## config.mk

```make
export PLATFORM = sky130hd
export DESIGN_NAME = div_ctrl
export DESIGN_NICKNAME = d
export VERILOG_FILES = /design/src/rtl/div_ctrl.sv
export SDC_FILE = /design/constraint.sdc
export NUM_CORES = 1
export LEC_CHECK = 0
export ABC_AREA = 0
export CORE_AREA = 4 4 178 180
export DETAILED_ROUTE_END_ITERATION = 7
export DIE_AREA = 0 0 182 184
export DONT_BUFFER_PORTS = 1
export GPL_TIMING_DRIVEN = 0
export PLACE_DENSITY = 0.66
export REMOVE_ABC_BUFFERS = 1
export SETUP_SLACK_MARGIN = 0.4
export SLEW_MARGIN = 10
export SYNTH_ARGS = -nofsm -noshare
export SYNTH_HDL_FRONTEND = slang
export SYNTH_SLANG_ARGS = --single-unit
```

## constraint.sdc

```tcl
create_clock -name clk -period 14.1 [get_ports clk]
set_clock_uncertainty 0.1 [all_clocks]
set_input_delay 2.115 -clock clk [delete_from_list [all_inputs] [get_ports clk]]
set_output_delay 2.115 -clock clk [all_outputs]
set_load 0.05 [all_outputs]
```

## src/rtl/div_ctrl.sv

```systemverilog
// div_ctrl: sequencer for the shared iterative RV32M divider (DIV/DIVU/REM/REMU).
// Optional macro DIV_EARLY_OUT_EN: finish on the conditioning edge when |dividend| < |divisor|.
module div_ctrl #(
    parameter int DATA_W = 32,
    parameter int CNT_W  = 6
) (
    input  logic              clk,
    input  logic              rst,
    input  logic              start_i,
    input  logic              annul_i,
    input  logic              signed_i,
    input  logic              rem_i,
    input  logic [DATA_W-1:0] opdata1_i,
    input  logic [DATA_W-1:0] opdata2_i,
    output logic [DATA_W-1:0] result_o,
    output logic              ready_o,
    output logic              busy_o,
    output logic              stallreq_o
);

    // state  | meaning
    // IDLE   | waiting for start_i; operands latched on acceptance
    // BYZERO | divisor is zero; result produced on its second edge
    // ON     | first edge conditions magnitudes, then 32 restoring steps
    // END    | result_o/ready_o held until start_i drops or annul_i
    typedef enum logic [1:0] {IDLE, BYZERO, ON, END} state_t;

    localparam logic [CNT_W-1:0] CNT_ONE  = CNT_W'(1);
    localparam logic [CNT_W-1:0] CNT_LAST = CNT_W'(DATA_W);

    state_t            state;
    logic [CNT_W-1:0]  cnt;
    logic [DATA_W-1:0] op1;
    logic [DATA_W-1:0] op2;
    logic              sgn;
    logic              rem_sel;
    logic              neg_q;
    logic              neg_r;
    logic [DATA_W-1:0] dvd;
    logic [DATA_W-1:0] dvs;
    logic [DATA_W-1:0] rmd;

    logic [DATA_W-1:0] mag1;
    logic [DATA_W-1:0] mag2;
    logic [DATA_W:0]   trial;
    logic              fit;
    logic [DATA_W-1:0] step_q;
    logic [DATA_W-1:0] step_r;
    logic [DATA_W-1:0] q_out;
    logic [DATA_W-1:0] r_out;
    logic              early;

    assign mag1 = (sgn && op1[DATA_W-1]) ? -op1 : op1;
    assign mag2 = (sgn && op2[DATA_W-1]) ? -op2 : op2;

    // Partial remainder is always below the divisor, so one extra bit covers the shifted value.
    assign trial  = {rmd, dvd[DATA_W-1]} - {1'b0, dvs};
    assign fit    = ~trial[DATA_W];
    assign step_q = {dvd[DATA_W-2:0], fit};
    assign step_r = fit ? trial[DATA_W-1:0] : {rmd[DATA_W-2:0], dvd[DATA_W-1]};
    assign q_out  = neg_q ? -step_q : step_q;
    assign r_out  = neg_r ? -step_r : step_r;

`ifdef DIV_EARLY_OUT_EN
    assign early = (mag1 < mag2);
`else
    assign early = 1'b0;
`endif

    assign busy_o     = (state != IDLE);
    assign stallreq_o = start_i & ~ready_o;

    always_ff @(posedge clk) begin
        if (!rst) begin
            state    <= IDLE;
            cnt      <= '0;
            op1      <= '0;
            op2      <= '0;
            sgn      <= 1'b0;
            rem_sel  <= 1'b0;
            neg_q    <= 1'b0;
            neg_r    <= 1'b0;
            dvd      <= '0;
            dvs      <= '0;
            rmd      <= '0;
            result_o <= '0;
            ready_o  <= 1'b0;
        end else begin
            case (state)
                IDLE: begin
                    result_o <= '0;
                    ready_o  <= 1'b0;
                    if (start_i && !annul_i) begin
                        op1     <= opdata1_i;
                        op2     <= opdata2_i;
                        sgn     <= signed_i;
                        rem_sel <= rem_i;
                        cnt     <= '0;
                        state   <= (opdata2_i == '0) ? BYZERO : ON;
                    end
                end
                BYZERO: begin
                    if (annul_i) begin
                        state <= IDLE;
                    end else if (cnt == '0) begin
                        cnt <= CNT_ONE;
                    end else begin
                        result_o <= rem_sel ? op1 : '1;
                        ready_o  <= 1'b1;
                        state    <= END;
                    end
                end
                ON: begin
                    if (annul_i) begin
                        state <= IDLE;
                    end else if (cnt == '0) begin
                        dvd   <= mag1;
                        dvs   <= mag2;
                        rmd   <= '0;
                        neg_q <= sgn & (op1[DATA_W-1] ^ op2[DATA_W-1]);
                        neg_r <= sgn & op1[DATA_W-1];
                        cnt   <= cnt + CNT_ONE;
                        if (early) begin
                            result_o <= rem_sel ? op1 : '0;
                            ready_o  <= 1'b1;
                            state    <= END;
                        end
                    end else begin
                        dvd <= step_q;
                        rmd <= step_r;
                        cnt <= cnt + CNT_ONE;
                        if (cnt == CNT_LAST) begin
                            result_o <= rem_sel ? r_out : q_out;
                            ready_o  <= 1'b1;
                            state    <= END;
                        end
                    end
                end
                END: begin
                    if (annul_i || !start_i) begin
                        result_o <= '0;
                        ready_o  <= 1'b0;
                        state    <= IDLE;
                    end
                end
                default: state <= IDLE;
            endcase
        end
    end

endmodule
```

* Yosys cells after proc, flatten, opt, wreduce, memory -nomap -nowiden
Cells that the tools add are included.
Operators by class: bitwise logic cells 7, eq/ne operators 15, muxes and demuxes 37, add/subtract/negate cells 6, reductions and logical operators 17
Operator list (count):
- 32-bit two-way mux | 15
- 32-bit negator | 4
- 32-bit one-hot mux with 4 select lines | 1
- 33-bit by 32-bit subtractor with 33-bit output | 1
- 32-bit zero test | 1
- 6-bit two-way mux | 4
- 6-bit one-hot mux with 3 select lines | 1
- 2-bit two-way mux | 8
- 2-bit != test, second input constant | 8
- 5-bit AND reduction | 2
- 3-bit != test, second input constant | 3
- 2-bit one-hot mux with 4 select lines | 1
- 6-bit by 1-bit adder with 6-bit output, second input constant | 1
- 6-bit == test, second input constant | 1
- 6-bit zero test | 1
- 1-bit two-way mux | 6
- 6-bit AND reduction | 1
- 2-bit == test, second input constant | 2
- 1-bit one-hot mux with 4 select lines | 1
- 2-bit AND reduction | 2
- 1-bit AND | 3
- 1-bit logical AND | 3
- 1-bit NOT | 3
- 3-bit AND reduction | 1
- other kinds (7) | 8
Word-level totals: word-level logic and storage cells 95, bits in registers 205, output and inout port bits 35, input port bits 70

* Longest topological paths before layout
Gate-level depths: netlist of the first run.
word-level depth 9, depth in mapped cells 25, gate-level depth less buffers 22

* Worst setup path after synthesis of the first run
No wires, ideal clock.
path kind input to output, start input port start_i, end output port stallreq_o, data required time 11.885 ns, buffers on the path 0, stages on the path 2, data arrival time 2.812 ns, path slack 9.073 ns, path through inv_1 > nor2_1
On the way: longest elaborated chain between the ends 1
Ends and longest elaborated chain:
- from (decl) | RTL line 9 | input logic start_i,
- 1-bit AND | RTL line 71 | assign stallreq_o = start_i & ~ready_o;
- to (decl) | RTL line 18 | output logic stallreq_o
Every way passes these cells.

* Worst setup path in the final report of the first run
start register dvd[31], end register result_o[20]
On the way: longest elaborated chain between the ends 9, elaborated cells between the ends (all ways) 12, those cells by class add/sub: 3; mux: 8; bitwise: 1
Ends and longest elaborated chain:
- from (decl) | RTL line 39 | logic [DATA_W-1:0] dvd;
- from (signal assigned) | RTL line 117 | dvd <= mag1;
- from (signal assigned) | RTL line 129 | dvd <= step_q;
- 33-bit by 32-bit subtractor with 33-bit output | RTL line 57 | assign trial = {rmd, dvd[DATA_W-1]} - {1'b0, dvs};
- 32-bit two-way mux / 1-bit NOT (equally long branches) | RTL line 60, 58
- 32-bit negator, on equally long branches | RTL line 62, 61
- 32-bit two-way mux, on equally long branches | RTL line 62, 61
- 32-bit two-way mux * | RTL line 133 | result_o <= rem_sel ? r_out : q_out;
- 32-bit two-way mux * | RTL line 132 | if (cnt == CNT_LAST) begin
- 32-bit two-way mux * | RTL line 116 | end else if (cnt == '0) begin
- 32-bit two-way mux * | RTL line 114 | if (annul_i) begin
- 32-bit one-hot mux with 4 select lines * | RTL line 89 | case (state)
- to (signal assigned) | RTL line 108 | result_o <= rem_sel ? op1 : '1;
- to (signal assigned) | RTL line 124 | result_o <= rem_sel ? op1 : '0;
- to (signal assigned) | RTL line 133
- to (decl) | RTL line 15 | output logic [DATA_W-1:0] result_o,
Mark *: on every way between the ends. The rest lies on a longest branch, timed or not. The select of a mux whose other input is x is not followed. A chain may end at the register's enable or synchronous reset.

==> flow_metrics.py, run 1 <==
metrics = {
    "sta": {
        "layout_min_cycle_time_ns": 6.82,
        "drv_slew": 0,
        "fin_ws_ns": 7.28,
        "max_freq_mhz": 147,
        "setup_tns_ns": 0,
        "worst_hold_slack_ns": 0.356,
        "worstMarginPinSlew_ns": 1.11,
        "hold_viol_final": 0,
        "final.period_utilization_pct": 48.4,
        "rsz0062_at_grt": "false",
        "setup_viol": 0,
        "slew_headroom_pct": 26.2,
    },
    "hold_path": {
        "hold_class": "reg -> reg",
        "hold_depth": 2,
    },
    "drt": {
        "drc_errors": 0,
        "drt_iter0_drc": 1257,
        "drt-pass1-iter-count": 5,
        "drt-vias-per-instance": 6.12,
        "vias": 13700,
        "wire_per_inst_um": 18.8,
        "wl_mm": 42.0,
        "antenna_left": 0,
    },
    "run": {
        "cap_violations": 0,
    },
    "synthesis": {
        "synthFlopType": "dfxtp_1",
        "yosysMostFrequentCell": "nand2_1",
        "ys_warn_count": 0,
        "synth.top_cells.by_count": "nand2_1 (284), nor2_1 (228), a21oi_1 (209)",
        "synth_area_per_cell_um2": 7.22,
        "synth_seq_area_share_pct": 29.9,
        "synthTopCellsByArea": "dfxtp_1 (30%), nand2_1 (7.8%), a21oi_1 (7.6%), nor2_1 (6.2%), o21ai_0 (4.1%)",
        "syn-instance-count": 1897,
        "ys_seq_elements": 205,
        "async_flop_share_pct": 0,
        "post_synth_num_cell_types": 79,
        "synth_edf_count": 0,
        "synth_top_area_share_pct": 29.9,
        "yosysTopAreaCell": "dfxtp_1",
        "syn-cell-area_mm2": 0.0137,
    },
    "status": {
        "status": "finished, final reports clean",
    },
    "die": {
        "start_util_pct": 45.4,
        "die_area_mm2": 0.0335,
        "num_io_pins": 105,
        "fp.dieW_um": 182,
        "rows": 64,
        "fp.dieH_um": 184,
        "core_mm2": 0.0302,
    },
    "clock_network": {
        "cts_tree": "yes",
        "clockBufferDepth": 3,
        "htree_num_levels": 1,
        "numCtsBuffers": 25,
        "cts.sinks": 205,
        "cts.clk_slew.worst_paths_ns": 0.06,
        "cts_root_buf": "clkbuf_16",
        "cts_hold_buf": 0,
        "post_cts_buffers": 0,
        "clkLatencyLatePin_ns": 0.55,
        "cts_resized": 0,
    },
    "placement": {
        "gp_congestion": 0.926,
        "dpl.hpwl_mm": 30.3,
        "portBuffers": 0,
        "place_ws_ns": 7.45,
    },
    "final_layout": {
        "synthToLayoutAreaGrowth_pct": 8.13,
        "n_antenna_cell": 0,
        "drive_gt1_share_pct": 4.74,
        "fill_cells": 3000,
        "multi_input_area_mm2": 0.00895,
        "nets": 1930,
        "ff_latch_area_mm2": 0.00411,
    },
    "global_route": {
        "grt_pass1_vias": 12700,
        "grt_first_pass_wirelength_mm": 67.2,
        "grt_antenna_before_repair": 0,
        "grt.overflow.total": 0,
        "track_usage_pct": 24.2,
        "grt_max_degree": 88,
    },
    "setup_path": {
        "cp_max_fo": 66,
        "cp-start-kind": "register",
        "cp-end-kind": "register",
        "worstPathArrival_ns": 7.14,
        "worstPathCellList": "inv_1, ha_1, fa_1, nor2b_1, o311ai_1, a211o_1, a211o_1, a31oi_2, or2_4, inv_1, ha_1, nand2b_1, or3_1, or2_2, or2_2, nand2_1, xor2_1, a21boi_0, nor2_1, nor2_1, a221oi_1, o21ai_0",
        "r2r_cells": 22,
        "worstPathRequired_ns": 14.42,
        "criticalPathCategory": "reg -> reg",
        "slowest_stage": "or2_4",
        "max_stage_delay_ns": 0.82,
    },
    "power_and_ir_drop": {
        "ir_drop_mv": 0.135,
        "p_leak_uw": 0.00550,
        "power.density_mw_per_mm2": 204,
    },
}
==> worst max-delay path: cells and delay by family (launching register included) <==
family | cells | cell delay [ns]
AOI/OAI and AO/OA | 7 | 2.17
xor gates and xnor gates | 1 | 0.17
adders and majority gates | 3 | 1.11
buffers and inverters | 2 | 0.85
DFF | 1 | 0.38
and+or+nand+nor | 9 | 1.89
==> layout make-up <==
class | instances | share of cell area, %
Tap cell | 396 | 3.34
Inverter | 69 | 1.80
Sequential cell | 205 | 27.7
Timing Repair Buffer | 10 | 0.996
Multi-Input combinational cell | 1507 | 60.4
Clock buffer | 35 | 4.81
Clock inverter | 10 | 0.971
==> kinds of logic after synthesis <==
group	after synthesis	share of synthesized area, %
AND/OR/NAND/NOR	723	23.8
AO/OA/AOI/OAI	597	27.5
flip-flops	205	29.9
buffers and inverters	185	5.26
XOR/XNOR	121	7.73
adder cells (fa/ha/maj)	42	3.89
multiplexers	24	1.83
==> per-layer routing <==
metal	global-route usage, %	wire length, um	up-vias
met4	6.96	1140	0
met2	40.7	19700	388
met5	0	0	-
li1	-	-	6649
met1	32.1	18300	6555
met3	4.10	2880	77
==> layout by cell type (no fill, tap or decap), drive strengths merged, types with 9 or more instances in the layout <==
master and n:
nand2 284, nor2 228, a21oi 210, dfxtp 205
o21ai 116, inv 70, a211oi 66, xnor2 64
xor2 57, ha 41, clkbuf 35, a22oi 34
nor3 34, or3 29, o31ai 26, nor4 24
a31oi 16, nand2b 16, nand3 15, nand4 15
a221oi 15, mux2i 15, a21o 14, o211ai 14
or4 14, and2 14, o41ai 11, a311oi 10
buf 10, mux2 9, nand3b 9
==> state kept, by name, indices dropped and copies added, names as in the netlist <==
| register | cells |
|---|---|
| cnt | 6 |
| dvd | 32 |
| dvs | 32 |
| neg_q | 1 |
| neg_r | 1 |
| op1 | 32 |
| op2 | 32 |
| ready_o | 1 |
| rem_sel | 1 |
| result_o | 32 |
| rmd | 32 |
| sgn | 1 |
| state | 2 |
==> worst paths after layout <==
check / start / endpoint / slack (ns)
setup / recovery: dvd[31] / result_o[20] / 7.28
hold / removal: dvs[21] / dvs[21] / 0.36
setup reg to reg: dvd[31] / result_o[20] / 7.28
hold reg to reg: dvs[21] / dvs[21] / 0.36
==> per-stage QoR <==
| step | util, % | power [uW] | instance area (um^2) | cells |
|---|---|---|---|---|
| 2_1_floorplan | - | 1890 | 13200 | 1781 |
| 4_1_cts | 49.1 | 3000 | 14800 | 2232 |
| 3_5_place_dp | 46.2 | 2320 | 14000 | 2187 |
| 3_3_place_gp | 45.5 | 2290 | 13700 | 2177 |
| 5_1_grt | 49.1 | 3230 | 14800 | 2232 |
| 6_report | 49.1 | 3020 | 14800 | 2232 |
==> report_power, final <==
part	switching, uW	leakage [uW]	total (uW)	internal (uW)
sequential	122	0.00166	770	648
clock	269	0.000426	678	409
combinational	1050	0.00342	1570	521
total	1440	0.00550	3020	1580
(Power assumes the default switching activity.)
==> inputs of run 2 (changes only) <==
PLACE_DENSITY = 0.68   (was 0.66)
clock period = 5.5 ns   (was 14.1 ns; I/O delays follow)
==> run 2 against run 1 <==
Utilization fell by 0.058 points. Sequential power grew to 2.6 times the previous value. Sequential cell count did not move. Non-clock buffer count is 5 higher. Global-route usage down 0.39 points. Hold slack lost 0.037 ns. Final area down 0.12%. Die area stayed put. Setup slack got worse by 6.6 ns. Via count shrank 0.48%. Wire length down 0.63%.
==> flow_metrics.py, run 2 (synthesized netlist as in run 1, its figures left out) <==
metrics = {
    "status": {
        "status": "finished, final reports clean",
    },
    "power_and_ir_drop": {
        "power_frac_seq_pct": 26.0,
        "ir_drop_mv": 0.456,
        "power.density_mw_per_mm2": 514,
        "p_leak_uw": 0.00548,
        "clkPwrFrac_pct": 19.5,
        "comb_power_share_pct": 54.5,
        "p_int_uw": 3900,
        "swShare_pct": 48.7,
        "power.switching_uw": 3710,
    },
    "global_route": {
        "grt_antenna_before_repair": 0,
        "grt_max_degree": 103,
        "grt_first_pass_wirelength_mm": 66.4,
        "grt.overflow.total": 0,
        "track_usage_pct": 23.8,
        "grt_pass1_vias": 12800,
    },
    "drt": {
        "drc_errors": 0,
        "drt_iter0_drc": 1195,
        "met1_length_mm": 17.8,
        "drt-pass1-iter-count": 5,
        "wire_per_inst_um": 18.7,
        "antenna_left": 0,
        "dr_wl_met3_mm": 3.35,
        "drt-vias-per-instance": 6.08,
        "wl_mm": 41.7,
        "topRoutingLayerUsed": "met4",
        "met2_length_mm": 19.5,
        "vias": 13600,
    },
    "setup_path": {
        "cp-start-kind": "register",
        "slowest_stage": "fa_2",
        "crit_path_start": "dvd[31]",
        "worstPathArrival_ns": 5.17,
        "worstPathRequired_ns": 5.81,
        "critPathTopFamily": "simple AND/OR/NAND/NOR gates",
        "cp-end-kind": "register",
        "timing.rr.start": "dvd[31]",
        "max_stage_delay_ns": 0.39,
        "criticalPathCategory": "reg -> reg",
        "cp_num_buf_inv": 2,
        "cp_max_fo": 6,
        "worstPathCellList": "inv_2, ha_4, fa_2, nor2b_4, o311ai_4, a211o_1, a211o_1, and4_4, or2_4, clkinvlp_4, ha_1, nand2b_1, or3_4, or2_4, or2_2, nand2_1, xor2_1, a21boi_2, nor2_1, nor2_1, a221oi_2, o21ai_1",
    },
    "clock_network": {
        "numCtsBuffers": 23,
        "htree_num_levels": 1,
        "cts_hold_buf": 0,
        "cts.clk_slew.worst_paths_ns": 0.06,
        "cts.sinks": 205,
        "cts_root_buf": "clkbuf_16",
        "clockBufferDepth": 3,
        "clkLatencyLatePin_ns": 0.54,
        "cts_tree": "yes",
    },
    "placement": {
        "portBuffers": 0,
        "dpl.hpwl_mm": 30.0,
        "place_ws_ns": -1.56,
        "gp_congestion": 0.916,
        "placed_area_mm2": 0.0140,
    },
    "die": {
        "rows": 64,
        "num_io_pins": 105,
        "fp.dieH_um": 184,
        "start_util_pct": 45.4,
        "core_mm2": 0.0302,
        "die_area_mm2": 0.0335,
        "fp.dieW_um": 182,
    },
    "sta": {
        "max_freq_mhz": 206,
        "final.period_utilization_pct": 88.3,
        "slew_headroom_pct": 18.5,
        "rsz0062_at_grt": "false",
        "setup_viol": 0,
        "layout_min_cycle_time_ns": 4.86,
        "drv_slew": 0,
        "hold_viol_final": 0,
        "fin_ws_ns": 0.641,
        "worstMarginPinSlew_ns": 1.22,
        "worst_hold_slack_ns": 0.318,
    },
    "final_layout": {
        "fin_area_mm2": 0.0148,
        "nets": 1936,
        "drive_gt1_share_pct": 5.33,
        "layout_commonest_cell": "nand2_1",
        "synthToLayoutAreaGrowth_pct": 8.01,
        "n_antenna_cell": 0,
        "layout_common_cells": "nand2_1 (283), nor2_1 (226), a21oi_1 (206)",
    },
    "run": {
        "cap_violations": 0,
    },
    "hold_path": {
        "hp-start": "opdata1_i[19]",
        "hold_class": "in -> reg",
    },
}
-- run 2: cell count changes in the layout (fill, tap and decap cells not counted), moves of 2 or more --
cell | previous run | this run
buf_4 | 5 | 10
clkbuf_1 | 5 | 9
bufinv_16 | 3 | 0
clkinv_2 | 5 | 2
a21oi_1 | 208 | 206
a21oi_2 | 1 | 3
clkbuf_16 | 25 | 23
clkinvlp_4 | 0 | 2
inv_1 | 67 | 65
-- run 2: worst reg2reg max path: stages (launching register included) --
cell and delay [ns]:
dfxtp_2 0.35, inv_2 0.07, ha_4 0.17, fa_2 0.39
nor2b_4 0.16, o311ai_4 0.11, a211o_1 0.33, a211o_1 0.36
and4_4 0.23, or2_4 0.27, clkinvlp_4 0.08, ha_1 0.15
nand2b_1 0.08, or3_4 0.35, or2_4 0.27, or2_2 0.31
nand2_1 0.08, xor2_1 0.21, a21boi_2 0.09, nor2_1 0.13
nor2_1 0.06, a221oi_2 0.26, o21ai_1 0.09
-- run 2: layout make-up --
type / count / area (um^2)
fill: 3009 / 15400
timing repair buffer: 15 / 185
multi-input combinational: 1509 / 9030
timing repair inverter: 1 / 5.00
tap: 396 / 495
clock inverter: 5 / 46.3
sequential: 205 / 4110
inverter: 69 / 268
clock buffer: 36 / 664
-- run 2: power groups by stage --
stage | Clock, uW | Sequential [uW] | Combinational [uW]
global placement | 0 | 2000 | 3840
floorplan | 0 | 1940 | 2910
CTS | 1510 | 1970 | 4050
finish | 1480 | 1970 | 4150
detailed placement | 0 | 2000 | 3930
global route | 1570 | 2000 | 4560
-- run 2: final timing paths --
kind                  endpoint  slack, ns  cells past startpoint
hold reg to reg        dvs[31]       0.35                      2
setup reg to reg  result_o[20]       0.64                     22
setup / recovery  result_o[20]       0.64                     22
hold / removal         op1[19]       0.32                      2
-- run 2: through the flow --
step           utilization [%]  TNS [ns]  instances  total power (uW)
2_1_floorplan                -    -14.51       1781              4850
3_3_place_gp              45.5   -277.15       2177              5840
3_5_place_dp              46.2    -24.70       2187              5930
4_1_cts                   48.9         0       2236              7540
5_1_grt                   49.0         0       2236              8130
6_report                  49.0         0       2236              7610
-- run 2: timing repair --
item | 4_1_cts | 5_1_grt
pin swaps | 2 | 6
buffers inserted | 5 | 0
setup endpoints to repair | 45 | 5
gates cloned | 3 | 0
gates resized for setup | 7 | 13
-- run 2: metal layers --
metal,up-vias,global-route usage [%]
met5,-,0
met4,0,6.72
met3,76,4.91
met2,438,40.5
met1,6453,30.8
li1,6636,-
==> inputs of run 3 (changes only) <==
SETUP_SLACK_MARGIN = 0.1   (was 0.4)
TNS_END_PERCENT = 5   (was unset)
==> run 3 against run 2 <==
Global-route usage down 0.062 points. Combinational power barely moved. First-iteration DRC count fell by 2.7%. Largest power group unchanged. Largest cell class unchanged. Sequential share of layout area is 0.081 points higher. Register-to-register slack got worse by 0.31 ns.
==> flow_metrics.py, run 3 (synthesized netlist as in run 1, its figures left out) <==
metrics = {
    "status": {
        "status": "finished, final reports clean",
    },
    "setup_path": {
        "worstPathCellList": "inv_1, ha_1, fa_1, nor2b_2, o311ai_2, a211o_1, a211o_1, and4_4, or2_4, clkinvlp_4, ha_1, nand2b_1, or3_1, or2_4, or2_2, nand2_1, xor2_1, a21boi_1, nor2_1, nor2_1, a221oi_2, o21ai_0",
        "criticalPathCategory": "reg -> reg",
        "cp_num_buf_inv": 2,
        "worstPathArrival_ns": 5.47,
        "max_stage_delay_ns": 0.42,
        "worstPathRequired_ns": 5.81,
        "slowest_stage": "fa_1",
        "cp-start-kind": "register",
        "critPathTopFamily": "simple AND/OR/NAND/NOR gates",
        "rrSetupSlack_ns": 0.33,
        "cp-end-kind": "register",
        "cp_max_fo": 12,
    },
    "global_route": {
        "grt_first_pass_wirelength_mm": 66.3,
        "grt.overflow.total": 0,
        "grt_antenna_before_repair": 0,
        "grt_max_degree": 103,
        "track_usage_pct": 23.7,
        "grt_pass1_vias": 12800,
    },
    "sta": {
        "hold_viol_final": 0,
        "final.period_utilization_pct": 93.9,
        "setup_viol": 0,
        "rsz0062_at_grt": "false",
        "worst_hold_slack_ns": 0.316,
        "drv_slew": 0,
        "fin_ws_ns": 0.333,
        "slew_headroom_pct": 16.6,
        "max_freq_mhz": 194,
        "setup_tns_ns": 0,
        "worstMarginPinSlew_ns": 1.25,
        "layout_min_cycle_time_ns": 5.17,
    },
    "final_layout": {
        "final_util_pct": 48.9,
        "layout_commonest_cell": "nand2_1",
        "drive_gt1_share_pct": 4.89,
        "synthToLayoutAreaGrowth_pct": 7.66,
        "layout_common_cells": "nand2_1 (283), nor2_1 (226), a21oi_1 (208)",
        "nets": 1936,
        "n_antenna_cell": 0,
    },
    "clock_network": {
        "numCtsBuffers": 23,
        "clkLatencyLatePin_ns": 0.54,
        "clockBufferDepth": 3,
        "cts.sinks": 205,
        "cts_tree": "yes",
        "cts_root_buf": "clkbuf_16",
        "cts.clk_slew.worst_paths_ns": 0.06,
        "htree_num_levels": 1,
    },
    "die": {
        "die_area_mm2": 0.0335,
        "fp.dieH_um": 184,
        "rows": 64,
        "start_util_pct": 45.4,
        "fp.dieW_um": 182,
        "num_io_pins": 105,
        "core_mm2": 0.0302,
    },
    "placement": {
        "gp_congestion": 0.916,
        "place_ws_ns": -1.56,
        "dpl.hpwl_mm": 30.0,
        "portBuffers": 0,
    },
    "drt": {
        "vias": 13600,
        "drt-pass1-iter-count": 5,
        "wl_mm": 41.6,
        "drc_errors": 0,
        "wire_per_inst_um": 18.6,
        "drt_iter0_drc": 1163,
        "antenna_left": 0,
        "drt-vias-per-instance": 6.07,
    },
    "hold_path": {
        "hold_class": "in -> reg",
    },
    "power_and_ir_drop": {
        "power.density_mw_per_mm2": 515,
        "p_leak_uw": 0.00547,
        "p_total_uw": 7590,
        "ir_drop_mv": 0.459,
    },
    "run": {
        "cap_violations": 0,
    },
}
run 3: worst paths after layout:
path	from	end	cells past startpoint
min	opdata1_i[25]	op1[25]	2
max	dvd[31]	result_o[20]	22
min reg2reg	dvs[31]	dvs[31]	2
max reg2reg	dvd[31]	result_o[20]	22
run 3: power by group:
| group | switching (uW) | internal [uW] | leakage (uW) |
|---|---|---|---|
| sequential | 312 | 1660 | 0.00166 |
| combinational | 2750 | 1390 | 0.00346 |
| clock | 651 | 836 | 0.000345 |
| total | 3710 | 3890 | 0.00547 |
run 3: final cells by class:
cell class                      count  area, um^2
Clock buffer                       36         664
Clock inverter                      5        46.3
Fill cell                        3017       15400
Inverter                           69         268
Multi-Input combinational cell   1509        8990
Sequential cell                   205        4110
Tap cell                          396         495
Timing Repair Buffer               15         185
Timing Repair inverter              1        5.00
run 3: per-layer routing:
metal	routed length [um]	vias up	GRT usage, %
met5	0	-	0
met4	1090	0	6.66
met3	3200	76	4.75
met2	19500	444	40.4
met1	17900	6415	30.8
li1	-	6634	-
run 3: repair_timing:
item                       4_1_cts  5_1_grt
cloned                           3        0
setup endpoints to repair       43        3
pin swaps                        1        1
hold endpoints to repair         0        0
setup buffers                    2        3
resized for setup                4        4
hold buffers                     0        0
run 3: per-stage QoR:
step / instance area, um^2 / std cells
after floorplan: 13200 / 1781
after global placement: 13700 / 2177
after detailed placement: 14000 / 2187
after CTS: 14700 / 2233
after global routing: 14800 / 2236
final: 14800 / 2236
==> RTL change: new RTL, flow settings as in run 2 <==
The option `DIV_EARLY_OUT_EN` is turned on by a define.
--- a/src/rtl/div_ctrl.sv
+++ b/src/rtl/div_ctrl.sv
@@ -1,5 +1,7 @@
 // div_ctrl: sequencer for the shared iterative RV32M divider (DIV/DIVU/REM/REMU).
 // Optional macro DIV_EARLY_OUT_EN: finish on the conditioning edge when |dividend| < |divisor|.
+`define DIV_EARLY_OUT_EN
+
 module div_ctrl #(
     parameter int DATA_W = 32,
     parameter int CNT_W  = 6
Check against the original RTL: not equivalent (Yosys sat finds a counterexample within 4 cycles, from zero or initial values and one cycle with rst low).
==> RTL change against run 2 <==
- sequential cell count unchanged
- synthesized area rose by 3.1%
- final area increased by 9.3%
- core utilization rose by 4.6 points
- sequential share of layout area fell by 2.3 points
- setup slack got worse by 360 ps
- routed wire length grew 13%
- via count up 3.9%
- fmax down 6.9%
Power is not compared: it rests on default switching activity, and its combinational part moved more than twofold at a synthesized area within 25%.
==> RTL change: results (changes against run 2) <==
Placement Setup Slack=-2289 ps (-727.7 ps); port buffer count=0 (unchanged); Placed Area=0.01433 mm^2 (+2.7%); HP Start=opdata2_i[6]; Post-synth ARST share=0% (unchanged); status=finished clean; Worst-Skew Late Latency=520 ps (-20 ps); largest net degree at the start of global routing=88 (-15%); Final GP Congestion=0.9111 (-0.53%); main area contributors after synthesis=dfxtp_1 29%, nand2_1 7.8%, a21oi_1 7.4%, ha_1 6.4%, nor2_1 6.2%; top post-synthesis cells by count=294 x nand2_1, 232 x nor2_1, 209 x a21oi_1; Tot GR Track Use=26.96% (+3.1 points); routed vias/inst=6.119 (+0.58%); CP max stage cell=or4b_4; Worst R2R Path Depth=16 (-27%); vias in the first global route=13425 (+4.6%); CTS Hold Bufs=0 (unchanged); nets@finish=2043 (+5.5%); max-slew violations=0 (unchanged); Worst R2R Setup Slack=280 ps (-360 ps); Post-Route WL=47.20 mm (+13%); Tightest Pin Transition=1311 ps (+87.85 ps); predominant post-synthesis flop cell=dfxtp_1; Netlist cell types=87 (+10%); Synth top area share=29.04% (-0.90 points); drt first pass iters=5 (unchanged); final hold slack=333.9 ps (+15.63 ps); CP arrival=5510 ps (+340 ps); Hold Path End=op2[6]; CP Max Fanout=43 (+37); first-pass GRT wire length=73.66 mm (+11%); crit-path max cell delay=630 ps (+240 ps); Max IR drop VDD=between 0.0002 and 0.00025 V; CTS Root Cell=clkbuf_16; via count=14134 (+3.9%); RR Startpoint=dvd[31]; CTS Buf Count=22 (-4.3%); Critical Path Source Type=register; Ys Warns=0 (unchanged); share of cells above drive strength 1=11.60% (+6.3 points); DRT iter0 DRCs=1430 (+20%); Clock Path Buffers=3 (unchanged); Final period util=94.90% (+6.6 points); placed cells=2202 (+0.69%); final HPWL from detailed placement=33.11 mm (+11%); Setup crit end=result_o[26]; sequential element share of the synthesized area=29.04% (-0.90 points); syn avg cell area=7.380 um^2 (+2.1%)
## RTL change: cell families (layout without fill, tap and decap cells)
family / Yosys count / in the layout / share of synthesized area (%)
AOI/OAI and AO/OA: 571 / 572 / 26.27
adders and majority gates: 73 / 73 / 6.516
xor gates and xnor gates: 133 / 133 / 8.243
buffers and inverters: 182 / 176 / 5.100
DFF: 205 / 205 / 29.04
and+or+nand+nor: 721 / 725 / 22.62
muxes: 30 / 30 / 2.213
## RTL change: cell type report
cell class / count / area [um^2]
Timing Repair Buffer: 71 / 752.0
Inverter: 67 / 272.8
Tap cell: 396 / 495.5
Clock buffer: 29 / 628.1
Clock inverter: 9 / 123.9
Sequential cell: 205 / 4118
Multi-Input combinational cell: 1533 / 9796
Fill cell: 2836 / 14000
## RTL change: critical path, delay by kind of cell, from the launching register on
family	cells	cell delay, ps
buffers and inverters	2	180
AND/OR/NAND/NOR	4	1390
multiplexers	1	360
adder cells (fa/ha/maj)	2	680
flip-flops	1	420
AO/OA/AOI/OAI	6	1790
XOR/XNOR	1	150
## RTL change: where the power goes
group	leakage (nW)	total (mW)	internal, mW	switching [mW]
logic	4.13	2.01	0.766	1.25
registers	1.67	1.66	1.56	0.105
clock network	0.375	1.57	0.942	0.629
## RTL change: repair_timing
item,in CTS,in global routing
resized for setup,77,49
pin swaps,25,31
gates cloned,5,0
setup endpoints to repair,35,36
buffers inserted,49,16
## RTL change: metal layers
layer  vias to the layer above  global-route usage (%)  part of all wire (%)
li1                       6831                       -                     -
met1                      6580                   35.75                    41
met2                       590                   42.98                    45
met3                       133                   4.333                   8.7
met4                         0                   13.00                   5.5
met5                         -                       0                     0
